<file path="src/rtl/mem_once_pkg.sv">
// Shared types and sizes for the write-once memory controller.
// Imported by the interface, checker and top.
package mem_once_pkg;

  localparam int AW    = 5;
  localparam int DW    = 32;
  localparam int DEPTH = 1 << AW;

  typedef enum logic [1:0] {
    ACCEPT,
    COMMIT,
    FULL
  } state_e;

endpackage

</file>
<file path="src/rtl/mem_once_writer_if.sv">
// Valid/ready write-request channel.
// Master drives the request, slave answers with ready.
interface mem_once_writer_if #(
  parameter int AW = mem_once_pkg::AW,
  parameter int DW = mem_once_pkg::DW
);

  logic          wr_valid;
  logic          wr_ready;
  logic [AW-1:0] wr_addr;
  logic [DW-1:0] wr_data;

  modport master (
    output wr_valid,
    output wr_addr,
    output wr_data,
    input  wr_ready
  );

  modport slave (
    input  wr_valid,
    input  wr_addr,
    input  wr_data,
    output wr_ready
  );

endinterface

</file>
<file path="src/rtl/mem_once_check.sv">
// Combinational legality check of a write request.
// Flags reused address, zero data and bit overlap.
module mem_once_check #(
  parameter int AW = mem_once_pkg::AW,
  parameter int DW = mem_once_pkg::DW
) (
  input  logic [AW-1:0]    addr_i,
  input  logic [DW-1:0]    data_i,
  input  logic [2**AW-1:0] used_addr_i,
  input  logic [DW-1:0]    used_dbits_i,
  output logic             dup_o,
  output logic             zero_o,
  output logic             ovl_o,
  output logic             legal_o
);

  assign dup_o   = used_addr_i[addr_i];
  assign zero_o  = (data_i == '0);
  assign ovl_o   = ((data_i & used_dbits_i) != '0);
  assign legal_o = !(dup_o || zero_o || ovl_o);

endmodule

</file>
<file path="src/rtl/mem_once_writer.sv">
// Write-once controller: commits legal requests to memory,
// tracks used addresses/bits and flags illegal requests.
module mem_once_writer #(
  parameter int AW = mem_once_pkg::AW,
  parameter int DW = mem_once_pkg::DW
) (
  input  logic             clk,
  input  logic             resetn,
  input  logic             clear,
  mem_once_writer_if.slave wr,
  output logic             mem_we,
  output logic [AW-1:0]    mem_waddr,
  output logic [DW-1:0]    mem_wdata,
  output logic [2**AW-1:0] used_addr,
  output logic [DW-1:0]    used_dbits,
  output logic [AW:0]      count,
  output logic             done,
  output logic             err_dup,
  output logic             err_zero,
  output logic             err_overlap
);

  import mem_once_pkg::*;

  localparam logic [AW:0] CNT_MAX = (AW+1)'(2**AW);

  state_e           state_q;
  logic             mem_we_q;
  logic [AW-1:0]    waddr_q;
  logic [DW-1:0]    wdata_q;
  logic [2**AW-1:0] used_q;
  logic [DW-1:0]    dbits_q;
  logic [AW:0]      count_q;
  logic [AW:0]      count_d;
  logic             done_q;
  logic             edup_q;
  logic             ezero_q;
  logic             eovl_q;

  logic dup;
  logic zero;
  logic ovl;
  logic legal;
  logic hs;

  mem_once_check #(
    .AW (AW),
    .DW (DW)
  ) u_check (
    .addr_i       (wr.wr_addr),
    .data_i       (wr.wr_data),
    .used_addr_i  (used_q),
    .used_dbits_i (dbits_q),
    .dup_o        (dup),
    .zero_o       (zero),
    .ovl_o        (ovl),
    .legal_o      (legal)
  );

  // Ready only in ACCEPT, never while clearing or held in reset.
  assign wr.wr_ready = resetn && (state_q == ACCEPT) && !clear;
  assign hs          = wr.wr_valid && wr.wr_ready;
  assign count_d     = count_q + (AW+1)'(1);

  // FSM, bookkeeping and registered write port.
  always_ff @(posedge clk or negedge resetn) begin
    if (!resetn) begin
      state_q  <= ACCEPT;
      mem_we_q <= 1'b0;
      waddr_q  <= '0;
      wdata_q  <= '0;
      used_q   <= '0;
      dbits_q  <= '0;
      count_q  <= '0;
      done_q   <= 1'b0;
      edup_q   <= 1'b0;
      ezero_q  <= 1'b0;
      eovl_q   <= 1'b0;
    end else if (clear) begin
      state_q  <= ACCEPT;
      mem_we_q <= 1'b0;
      used_q   <= '0;
      dbits_q  <= '0;
      count_q  <= '0;
      done_q   <= 1'b0;
      edup_q   <= 1'b0;
      ezero_q  <= 1'b0;
      eovl_q   <= 1'b0;
    end else begin
      unique case (state_q)
        ACCEPT: begin
          mem_we_q <= 1'b0;
          if (hs && legal) begin
            waddr_q  <= wr.wr_addr;
            wdata_q  <= wr.wr_data;
            mem_we_q <= 1'b1;
            state_q  <= COMMIT;
          end else if (hs) begin
            if (dup)  edup_q  <= 1'b1;
            if (zero) ezero_q <= 1'b1;
            if (ovl)  eovl_q  <= 1'b1;
          end
        end
        COMMIT: begin
          mem_we_q         <= 1'b0;
          used_q[waddr_q]  <= 1'b1;
          dbits_q          <= dbits_q | wdata_q;
          count_q          <= count_d;
          if (count_d == CNT_MAX) begin
            state_q <= FULL;
            done_q  <= 1'b1;
          end else begin
            state_q <= ACCEPT;
          end
        end
        FULL: begin
          mem_we_q <= 1'b0;
        end
        default: begin
          state_q  <= ACCEPT;
          mem_we_q <= 1'b0;
        end
      endcase
    end
  end

  assign mem_we      = mem_we_q;
  assign mem_waddr   = waddr_q;
  assign mem_wdata   = wdata_q;
  assign used_addr   = used_q;
  assign used_dbits  = dbits_q;
  assign count       = count_q;
  assign done        = done_q;
  assign err_dup     = edup_q;
  assign err_zero    = ezero_q;
  assign err_overlap = eovl_q;

endmodule

</file>
<file path="src/flat_wrapper.sv">
// flat-port wrapper written by rule: the top's interface ports become plain ports
module mem_once_writer_flat import mem_once_pkg::*;
#(
  parameter int AW = mem_once_pkg::AW,
  parameter int DW = mem_once_pkg::DW
)
  (clk, resetn, clear, mem_we, mem_waddr, mem_wdata, used_addr, used_dbits, count, done, err_dup, err_zero, err_overlap, wr_wr_valid, wr_wr_addr, wr_wr_data, wr_wr_ready);
  mem_once_writer_if #(.AW(AW), .DW(DW)) wr_i ();
  input  logic clk;
  input  logic resetn;
  input  logic clear;
  output logic mem_we;
  output logic [AW-1:0] mem_waddr;
  output logic [DW-1:0] mem_wdata;
  output logic [2**AW-1:0] used_addr;
  output logic [DW-1:0] used_dbits;
  output logic [AW:0] count;
  output logic done;
  output logic err_dup;
  output logic err_zero;
  output logic err_overlap;
  input wire logic [$bits(wr_i.wr_valid)-1:0] wr_wr_valid;
  input wire logic [$bits(wr_i.wr_addr)-1:0] wr_wr_addr;
  input wire logic [$bits(wr_i.wr_data)-1:0] wr_wr_data;
  output wire logic [$bits(wr_i.wr_ready)-1:0] wr_wr_ready;
  assign wr_i.wr_valid = wr_wr_valid;
  assign wr_i.wr_addr = wr_wr_addr;
  assign wr_i.wr_data = wr_wr_data;
  assign wr_wr_ready = wr_i.wr_ready;
  mem_once_writer #(.AW(AW), .DW(DW)) u_core (.clk(clk), .resetn(resetn), .clear(clear), .wr(wr_i), .mem_we(mem_we), .mem_waddr(mem_waddr), .mem_wdata(mem_wdata), .used_addr(used_addr), .used_dbits(used_dbits), .count(count), .done(done), .err_dup(err_dup), .err_zero(err_zero), .err_overlap(err_overlap));
endmodule
</file>
<file path="config.mk">
export PLATFORM = sky130hd
export DESIGN_NAME = mem_once_writer_flat
export DESIGN_NICKNAME = d
export VERILOG_FILES = /design/src/rtl/mem_once_pkg.sv /design/src/rtl/mem_once_writer_if.sv /design/src/rtl/mem_once_check.sv /design/src/rtl/mem_once_writer.sv /design/src/flat_wrapper.sv
export SDC_FILE = /design/constraint.sdc
export NUM_CORES = 1
export LEC_CHECK = 0
export ABC_AREA = 0
export ABC_CLOCK_PERIOD_IN_PS = 5500
export BUFFER_PORTS_ARGS = -buffer_cell sky130_fd_sc_hd__buf_2
export CAP_MARGIN = 20
export CORE_ASPECT_RATIO = 1.5
export CORE_MARGIN = 2
export CORE_UTILIZATION = 55
export DETAILED_ROUTE_END_ITERATION = 8
export PLACE_DENSITY = 0.88
export SYNTH_ARGS = -nofsm -noshare
export SYNTH_HDL_FRONTEND = slang
export SYNTH_SLANG_ARGS = --single-unit
</file>
<file path="constraint.sdc">
create_clock -name clk -period 5.5 [get_ports clk]
set_clock_uncertainty 0.1 [all_clocks]
set_input_delay 1.1 -clock clk [delete_from_list [all_inputs] [get_ports clk]]
set_output_delay 1.1 -clock clk [all_outputs]
set_load 0.01 [all_outputs]
</file>
Word level (Yosys, flattened, before mapping) --
Index checks and enable logic that the tools add are counted. W data, S select, Z words.
Operators by class: multipliers 0, $add $sub $neg 1, reduce and logical (&&, ||, !) cells 25, shift-type cells 0, mux-type cells 35, bitwise operators 4, equal/unequal tests 6, $lt $le $gt $ge 3, div/mod/pow operators 0
Operators with widths (number):
- $mux W32 | 4
- $or A32 B32 Y32 | 2
- $and A32 B32 Y32 | 1
- $logic_not A32 Y1 | 1
- $reduce_bool A32 Y1 | 1
- $mux W1 | 23
- $reduce_bool A2 Y1 | 7
- $lt A5 B6 Y1 const B | 2
- $mux W6 | 2
- $reduce_and A4 Y1 | 3
- $add A6 B1 Y6 const B | 1
- $eq A6 B6 Y1 const B | 1
- $mux W2 | 3
- $pmux W2 S3 | 1
- $bmux W1 S5 | 1
- $demux W1 S5 | 1
- $ge A5 B1 Y1 const B | 1
- $logic_and A1 B1 Y1 | 5
- $ne A2 B2 Y1 const B | 2
- $reduce_and A2 Y1 | 2
- $ne A3 B3 Y1 const B | 1
- $reduce_and A3 Y1 | 1
- $eq A2 B1 Y1 const B | 1
- $eq A2 B2 Y1 const B | 1
- other kinds (4) | 6
Word-level totals: bits in read-only memories 0, output and inout bits 113, word-level logic and storage cells 85, bits in registers 114, latch bits 0, memories 0, RAM bits 0, bits of input ports 41

Logic depth before layout (Yosys ltp) --
Gate-level depths: netlist of the first run.
word-level depth 9, gate-level depth with buffers 10, mapped depth without buffers 6

Cells and area by module --
A second synthesis of the first run with hierarchy kept.
Second synthesis, totals: cell total of the unflattened synthesis 429, area total of the unflattened synthesis 4979.8 sq um
Modules (own cells, without submodules):
- mem_once_writer | cells an instance 352, seq. area each 2852.7 sq um, area each 4423.0 sq um, instances 1
- mem_once_check | cells an instance 77, seq. area each 0.0 sq um, area each 556.8 sq um, instances 1

Worst setup path before layout of the first run --
No wires, ideal clock.
kind input to register, start point input wr_wr_addr[1], end point register u_core.wdata_q[17] (netlist: u_core.mem_wdata[17]), stages on the path 10, buffers on the path 4, slack 2635 ps, library setup time 127 ps, data arrival time 2638 ps, data required time 5273 ps, cells stage by stage buf_6 buf_6 mux2i_1 a22oi_1 nand3_1 nand2_1 nor3_2 buf_6 buf_12 mux2_1
Between the ends: cells in the longest elaborated chain, start to end 7
RTL lines:
- from (decl) | line flat_wrapper.sv:23 | input wire logic [$bits(wr_i.wr_addr)-1:0] wr_wr_addr;
- $bmux W1 S5 | line mem_once_check.sv:17 | assign dup_o = used_addr_i[addr_i];
- $mux W1 (not written as such) | line mem_once_check.sv:17
- $logic_or A1 B1 Y1 (2 in series) | line mem_once_check.sv:20 | assign legal_o = !(dup_o || zero_o || ovl_o);
- $logic_not A1 Y1 | line mem_once_check.sv:20
- $logic_and A1 B1 Y1 | line mem_once_writer.sv:93 | if (hs && legal) begin
- $reduce_and A3 Y1 (no source line)
- to (signal assigned) | line mem_once_writer.sv:95 | wdata_q <= wr.wr_data;
- to (decl) | line mem_once_writer.sv:30 | logic [DW-1:0] wdata_q;
No other way between the ends. The select of a mux whose other input is x is not followed. A chain may end at the register's enable or synchronous reset.

Worst setup path after layout of the first run --
start point input resetn, end point register u_core.wdata_q[7] (netlist: u_core.mem_wdata[7])
Between the ends: cells in the longest elaborated chain, start to end 5
RTL lines:
- from (decl) | line flat_wrapper.sv:10 | input logic resetn;
- $logic_and A1 B1 Y1 (2 in series) | line mem_once_writer.sv:61 | assign wr.wr_ready = resetn && (state_q == ACCEPT) && !clear;
- $logic_and A1 B1 Y1 | line mem_once_writer.sv:62 | assign hs = wr.wr_valid && wr.wr_ready;
- $logic_and A1 B1 Y1 | line mem_once_writer.sv:93
- $reduce_and A3 Y1 (no source line)
No other way between the ends.

==> results of run 1 <==
==> logic make-up (layout without fill, tap and decap cells) <==
kind of cell / count (synthesis) / count (layout) / synth area share
AOI/OAI and AO/OA: 98 / 98 / 0.112
xor gates and xnor gates: 4 / 4 / 0.00718
adders and majority gates: 1 / 1 / 0.00257
buffers and inverters: 22 / 191 / 0.0290
DFF: 114 / 114 / 0.585
muxes: 53 / 53 / 0.131
and+or+nand+nor: 136 / 136 / 0.133
==> per-stage QoR <==
stage / cell area (um2) / util / setup slack [ns] / instances / power, W
6_report: 6280 / 0.720 / 2.24 / 707 / 0.00286
5_1_grt: 6280 / 0.720 / 1.99 / 707 / 0.00297
4_1_cts: 6250 / 0.716 / 2.20 / 704 / 0.00286
3_3_place_gp: 5690 / 0.652 / 1.90 / 676 / 0.00178
3_5_place_dp: 5690 / 0.652 / 1.81 / 676 / 0.00182
2_1_floorplan: 4880 / - / 2.64 / 428 / 0.00151
==> flip-flops by register name, indices dropped and copies added, names as in the netlist, 2 cells and up <==
name / cells
u_core.mem_waddr: 5
u_core.used_addr: 32
u_core.count: 6
u_core.mem_wdata: 32
u_core.used_dbits: 32
u_core.state_q: 2
==> worst paths after layout <==
kind                                        endpoint  slack, ns  cells after the start
worst max-delay path             u_core.mem_wdata[7]       2.24                      7
worst min-delay path            u_core.used_dbits[7]       0.42                      2
worst max register to register   u_core.mem_wdata[7]       2.65                      7
worst min register to register  u_core.used_dbits[7]       0.42                      2
max in group asynchronous       u_core.used_addr[30]       3.84                      3
min in group asynchronous       u_core.used_addr[23]       0.55                      1
==> layer usage <==
| metal | global-route usage | up-vias |
|---|---|---|
| met3 | 0.0864 | 37 |
| li1 | - | 1848 |
| met2 | 0.505 | 258 |
| met5 | 0 | - |
| met4 | 0.154 | 0 |
| met1 | 0.355 | 2098 |
==> cell type report <==
class                           instances  area (um2)
Sequential cell                       114        2850
Tap cell                              110         138
Inverter                                3        11.3
Multi-Input combinational cell        292        1890
Clock inverter                          7        85.1
Clock buffer                           21         470
Fill cell                             631        2440
Timing Repair Buffer                  160         836
==> synthesized netlist by cell type, drive strengths merged <==
cell and n:
nor4 9, nand2 14, and2 2, o31ai 1
nand3b 1, xnor2 2, nor3 5, mux2i 16
o22ai 1, nor4b 1, clkbuf 12, nand4 8
a22oi 20, o21ai 2, dfrtp 114, nor2b 3
nand3 6, ha 1, nor2 74, a211oi 1
xor2 2, and3 2, a21oi 73, or3 1
nor3b 4, buf 7, mux2 37, inv 3
nand2b 4, and3b 2
==> report_power, final <==
part	internal [W]	switching [W]
clock	0.000686	0.000355
combinational	0.000316	0.000317
sequential	0.00100	0.000184
==> worst max-delay path, stage by stage <==
cell and delay, ns:
buf_4 0.39, nor4b_2 0.35, and2_1 0.21, nand3b_1 0.14, nor3_4 0.30, buf_4 0.52
mux2_2 0.41
==> metrics.cfg, run 1 <==
[layout]
layout_commonest_cell = buf_2
synthToLayoutAreaGrowth_pct = 28.9
final_cell_mix = 154 x buf_2, 114 x dfrtp_1, 74 x nor2_1
final_net_count = 630
layout-drive-gt1-share = 0.379
antenna_diode_count = 0

[clock_tree]
path_clk_slew_ns = 0.05
tritoncts_num_sinks = 114
postCtsSetupBuffers = 0
ctsHtreeMaxLevel = 4
resized_gates_after_cts = 0
ctsRootBufferMaster = clkbuf_16
skew_pair_late_insertion_delay_ns = 0.41
cts_inserted_buffers = 17
cts_hold_repair.buffers = 0
clock_tree_from_tritoncts = built
cts-root-to-sink-buffers = 2

[die]
core.rowCount = 42
core_area_um2 = 8720
initial_core_util = 0.559
die_h_um = 119
ios = 154
fp.dieW_um = 80.9
die_area_um2 = 9650

[setup_path]
worstPathMaxFanout = 36
critPathArrivalTime_ns = 3.45
critical_path_required_ns = 5.69
worstReg2RegStart = u_core.used_dbits[9]
cp-start-kind = input port
critPathCaptureType = flop
cp-startpoint = resetn
crit_type = input port to flop

[flow_run]
drv.max_cap_violation_count = 0

[timing]
worst_slew_pin_slew_ns = 0.807
post-route-period-util = 0.593
setup_tns_ns = 0
rsz0062_at_grt = false
worst_hold_slack_ns = 0.421
final-hold-violation-count = 0
timing.max_slew.rel_slack = 0.462
final_max_slew_viol_count = 0
final-setup-viol-count = 0
timing.fmax_ghz = 0.307
final_period_minus_worst_setup_slack_ns = 3.26

[global_routing]
global_route.usage.total = 0.305
grt_pass1_wl_um = 21900
number_of_global_route_vias_before_repair = 4247
initial_antenna_violation_count = 0
grt_max_degree = 81
grt_overflow_total = 0

[detailed_routing]
drt-vias-per-instance = 6.00
finalWirelength_um = 14000
drcViolationCount = 0
detailroute.via_count = 4241
drtAntennaViolNets = 0
drt_first_pass_iters = 5
met3_wl_post_dr_um = 1150
wl_met2_um = 7370
route.detailed.wl_per_inst_um = 19.8
highest-signal-layer = met4
metal1_wirelength_um = 5050
first_iter_violations = 273

[hold_path]
min_from = u_core.used_dbits[7]
hold_path_class = flop to flop

[logic_synthesis]
synth.cell_area_um2 = 4880
synth_top_cells_by_area = dfrtp_1 58%, a21oi_1 7.5%, nor2_1 5.7%, mux2_4 5.2%, mux2_2 4.2%
synth_area_leader_cell = dfrtp_1
syn-mean-instance-area_um2 = 11.4
postSynthRegisterBits = 114
synth.yosys.seq_area_share = 0.585
synthDistinctLibCells = 37
synthesis.nets = 470
fraction_of_post_synthesis_cell_area_in_the_top_cell_type_by_area = 0.585
netlist_instances = 428
yosys_warnings = 0

[run_status]
status = finished clean

[place]
dp_hpwl_um = 9590
io_buffers = 153
final_estimated_routing_congestion_in_global_placement = 0.882

[power]
power_leakage_nw = 3.22
power_density_nw_per_um2 = 455
vdd.ir_drop.worst_mv = 0.342

Power figures use the tool's default switching activity.
==> inputs of run 2 (changes only) <==
--- a/config.mk
+++ b/config.mk
@@ -6,14 +6,14 @@
 export NUM_CORES = 1
 export LEC_CHECK = 0
 export ABC_AREA = 0
-export ABC_CLOCK_PERIOD_IN_PS = 5500
+export ABC_CLOCK_PERIOD_IN_PS = 2800
 export BUFFER_PORTS_ARGS = -buffer_cell sky130_fd_sc_hd__buf_2
 export CAP_MARGIN = 20
 export CORE_ASPECT_RATIO = 1.5
 export CORE_MARGIN = 2
-export CORE_UTILIZATION = 55
+export CORE_UTILIZATION = 46
 export DETAILED_ROUTE_END_ITERATION = 8
-export PLACE_DENSITY = 0.88
+export PLACE_DENSITY = 0.79
 export SYNTH_ARGS = -nofsm -noshare
 export SYNTH_HDL_FRONTEND = slang
 export SYNTH_SLANG_ARGS = --single-unit
==> constraint.sdc (replaced) <==
create_clock -name clk -period 2.8 [get_ports clk]
set_clock_uncertainty 0.1 [all_clocks]
set_input_delay 0.56 -clock clk [delete_from_list [all_inputs] [get_ports clk]]
set_output_delay 0.56 -clock clk [all_outputs]
set_load 0.01 [all_outputs]
==> metrics.cfg, run 2 (synthesis gave the netlist of run 1 again) <==
[clock_tree]
ctsRootBufferMaster = clkbuf_16
path_clk_slew_ns = 0.06
postCtsSetupBuffers = 0
cts-root-to-sink-buffers = 2
tritoncts_num_sinks = 114
skew_pair_late_insertion_delay_ns = 0.41
ctsHtreeMaxLevel = 4
cts_hold_repair.buffers = 0
clock_tree_from_tritoncts = built
resized_gates_after_cts = 0
cts_inserted_buffers = 17

[detailed_routing]
detailroute.via_count = 4125
finalWirelength_um = 13600
first_iter_violations = 215
drcViolationCount = 0
drt-vias-per-instance = 5.53
drt_first_pass_iters = 5
drtAntennaViolNets = 0
route.detailed.wl_per_inst_um = 18.2

[place]
dp_hpwl_um = 9590
final_estimated_routing_congestion_in_global_placement = 0.935
io_buffers = 153

[die]
core.rowCount = 46
fp.dieW_um = 88.1
core_area_um2 = 10500
ios = 154
initial_core_util = 0.466
die_area_um2 = 11500
die_h_um = 130

[layout]
layout_commonest_cell = buf_2
multi_input_comb_area_um2 = 1890
final_net_count = 633
layout.filler_cells = 896
layout-drive-gt1-share = 0.384
regArea_um2 = 2850
final_cell_mix = 152 x buf_2, 114 x dfrtp_1, 74 x nor2_1
antenna_diode_count = 0
synthToLayoutAreaGrowth_pct = 32.1

[power]
power_density_nw_per_um2 = 919
vdd.ir_drop.worst_mv = 0.544
power_leakage_nw = 3.27

[global_routing]
initial_antenna_violation_count = 0
global_route.usage.total = 0.245
grt_max_degree = 76
grt_pass1_wl_um = 21000
grt_overflow_total = 0
number_of_global_route_vias_before_repair = 4119

[timing]
final-setup-viol-count = 0
setup_tns_ns = 0
final_max_slew_viol_count = 0
timing.fmax_ghz = 0.402
final_period_minus_worst_setup_slack_ns = 2.49
timing.max_slew.rel_slack = 0.383
final-hold-violation-count = 0
rsz0062_at_grt = false
post-route-period-util = 0.888
worst_slew_pin_slew_ns = 0.926
worst_hold_slack_ns = 0.145

[setup_path]
cp-start-kind = flop
worstReg2RegStart = u_core.used_dbits[9]
path_buf_inv = 1
worstPathCellList = a22oi_1 -> nand4_1 -> nor4_2 -> nand3b_1 -> nor3_4 -> buf_12 -> mux2_2
crit_type = flop to flop
critical_path_required_ns = 2.99
critPathArrivalTime_ns = 2.67
cp-startpoint = u_core.used_dbits[9]
worstSetupPathDepth = 7
slowest_delay_ns = 0.40
critPathCaptureType = flop
slowest_stage = dfrtp_1
r2r_end = u_core.mem_wdata[0]
endpoint = u_core.mem_wdata[0]
worstPathMaxFanout = 33
regToRegSetupSlack_ns = 0.31
timing.reg2reg.worst_path_depth = 7
cp_top_family = simple AND/OR/NAND/NOR gates

[hold_path]
hold_path_class = input port to async pin

[run_status]
status = finished clean

[flow_run]
drv.max_cap_violation_count = 0

[run 2: cell types whose count changed in the layout (fill, tap and decap cells not counted)]
cell        delta
buf_16         -1
clkinvlp_4     +2
buf_2          -2
buf_12         +1
bufinv_16      +3
clkinv_4       +1
clkinv_2       -4
buf_4          +5
[run 2: cell type report]
type | instances | area share
Tap cell | 144 | 0.0280
Clock inverter | 9 | 0.0278
Timing Repair Buffer | 163 | 0.133
Sequential cell | 114 | 0.443
Inverter | 3 | 0.00175
Clock buffer | 21 | 0.0730
Multi-Input combinational cell | 292 | 0.294
[run 2: power by group]
part | internal (W) | switching, W | leakage (nW)
registers | 0.00197 | 0.000332 | 1.52
logic | 0.000626 | 0.000632 | 1.44
clock network | 0.00164 | 0.000722 | 0.311
total | 0.00423 | 0.00169 | 3.27
[run 2: worst min path at each step]
stage | endpoint | slack (ns) | cells after the start | start
3_5_place_dp | u_core.used_dbits[20] | 0.41 | 2 | u_core.used_dbits[20]
5_1_grt | u_core.mem_waddr[1] | 0.18 | 2 | resetn
6_report | u_core.mem_waddr[0] | 0.15 | 2 | resetn
4_1_cts | u_core.mem_waddr[1] | 0.14 | 2 | resetn
3_3_place_gp | u_core.err_zero | 0.37 | 2 | u_core.err_zero
2_1_floorplan | u_core.count[0] | 0.16 | 0 | resetn
[run 2: per-stage QoR]
stage                      util  worst slack (ns)  total power [W]  area [um2]  std cells
after floorplan               -             0.475          0.00297        4880        428
after global placement    0.553            0.0780          0.00352        5790        716
after detailed placement  0.553           -0.0218          0.00357        5790        716
after CTS                 0.615             0.249          0.00595        6440        746
after global routing      0.615            0.0737          0.00617        6440        746
final                     0.615             0.314          0.00592        6440        746
[run 2: worst reg2reg max path, cell delays in order, from the launching register on]
cell and delay, ns:
dfrtp_1 0.40, a22oi_1 0.31, nand4_1 0.15, nor4_2 0.34, nand3b_1 0.18, nor3_4 0.21, buf_12 0.27, mux2_2 0.40
[run 2: routing by layer]
layer  up-vias  part of all wire  GRT usage
met5         -                 0          0
met4         0             0.025      0.103
met3        27             0.076     0.0696
met2       218              0.51      0.406
met1      2036              0.39      0.298
li1       1844                 -          -
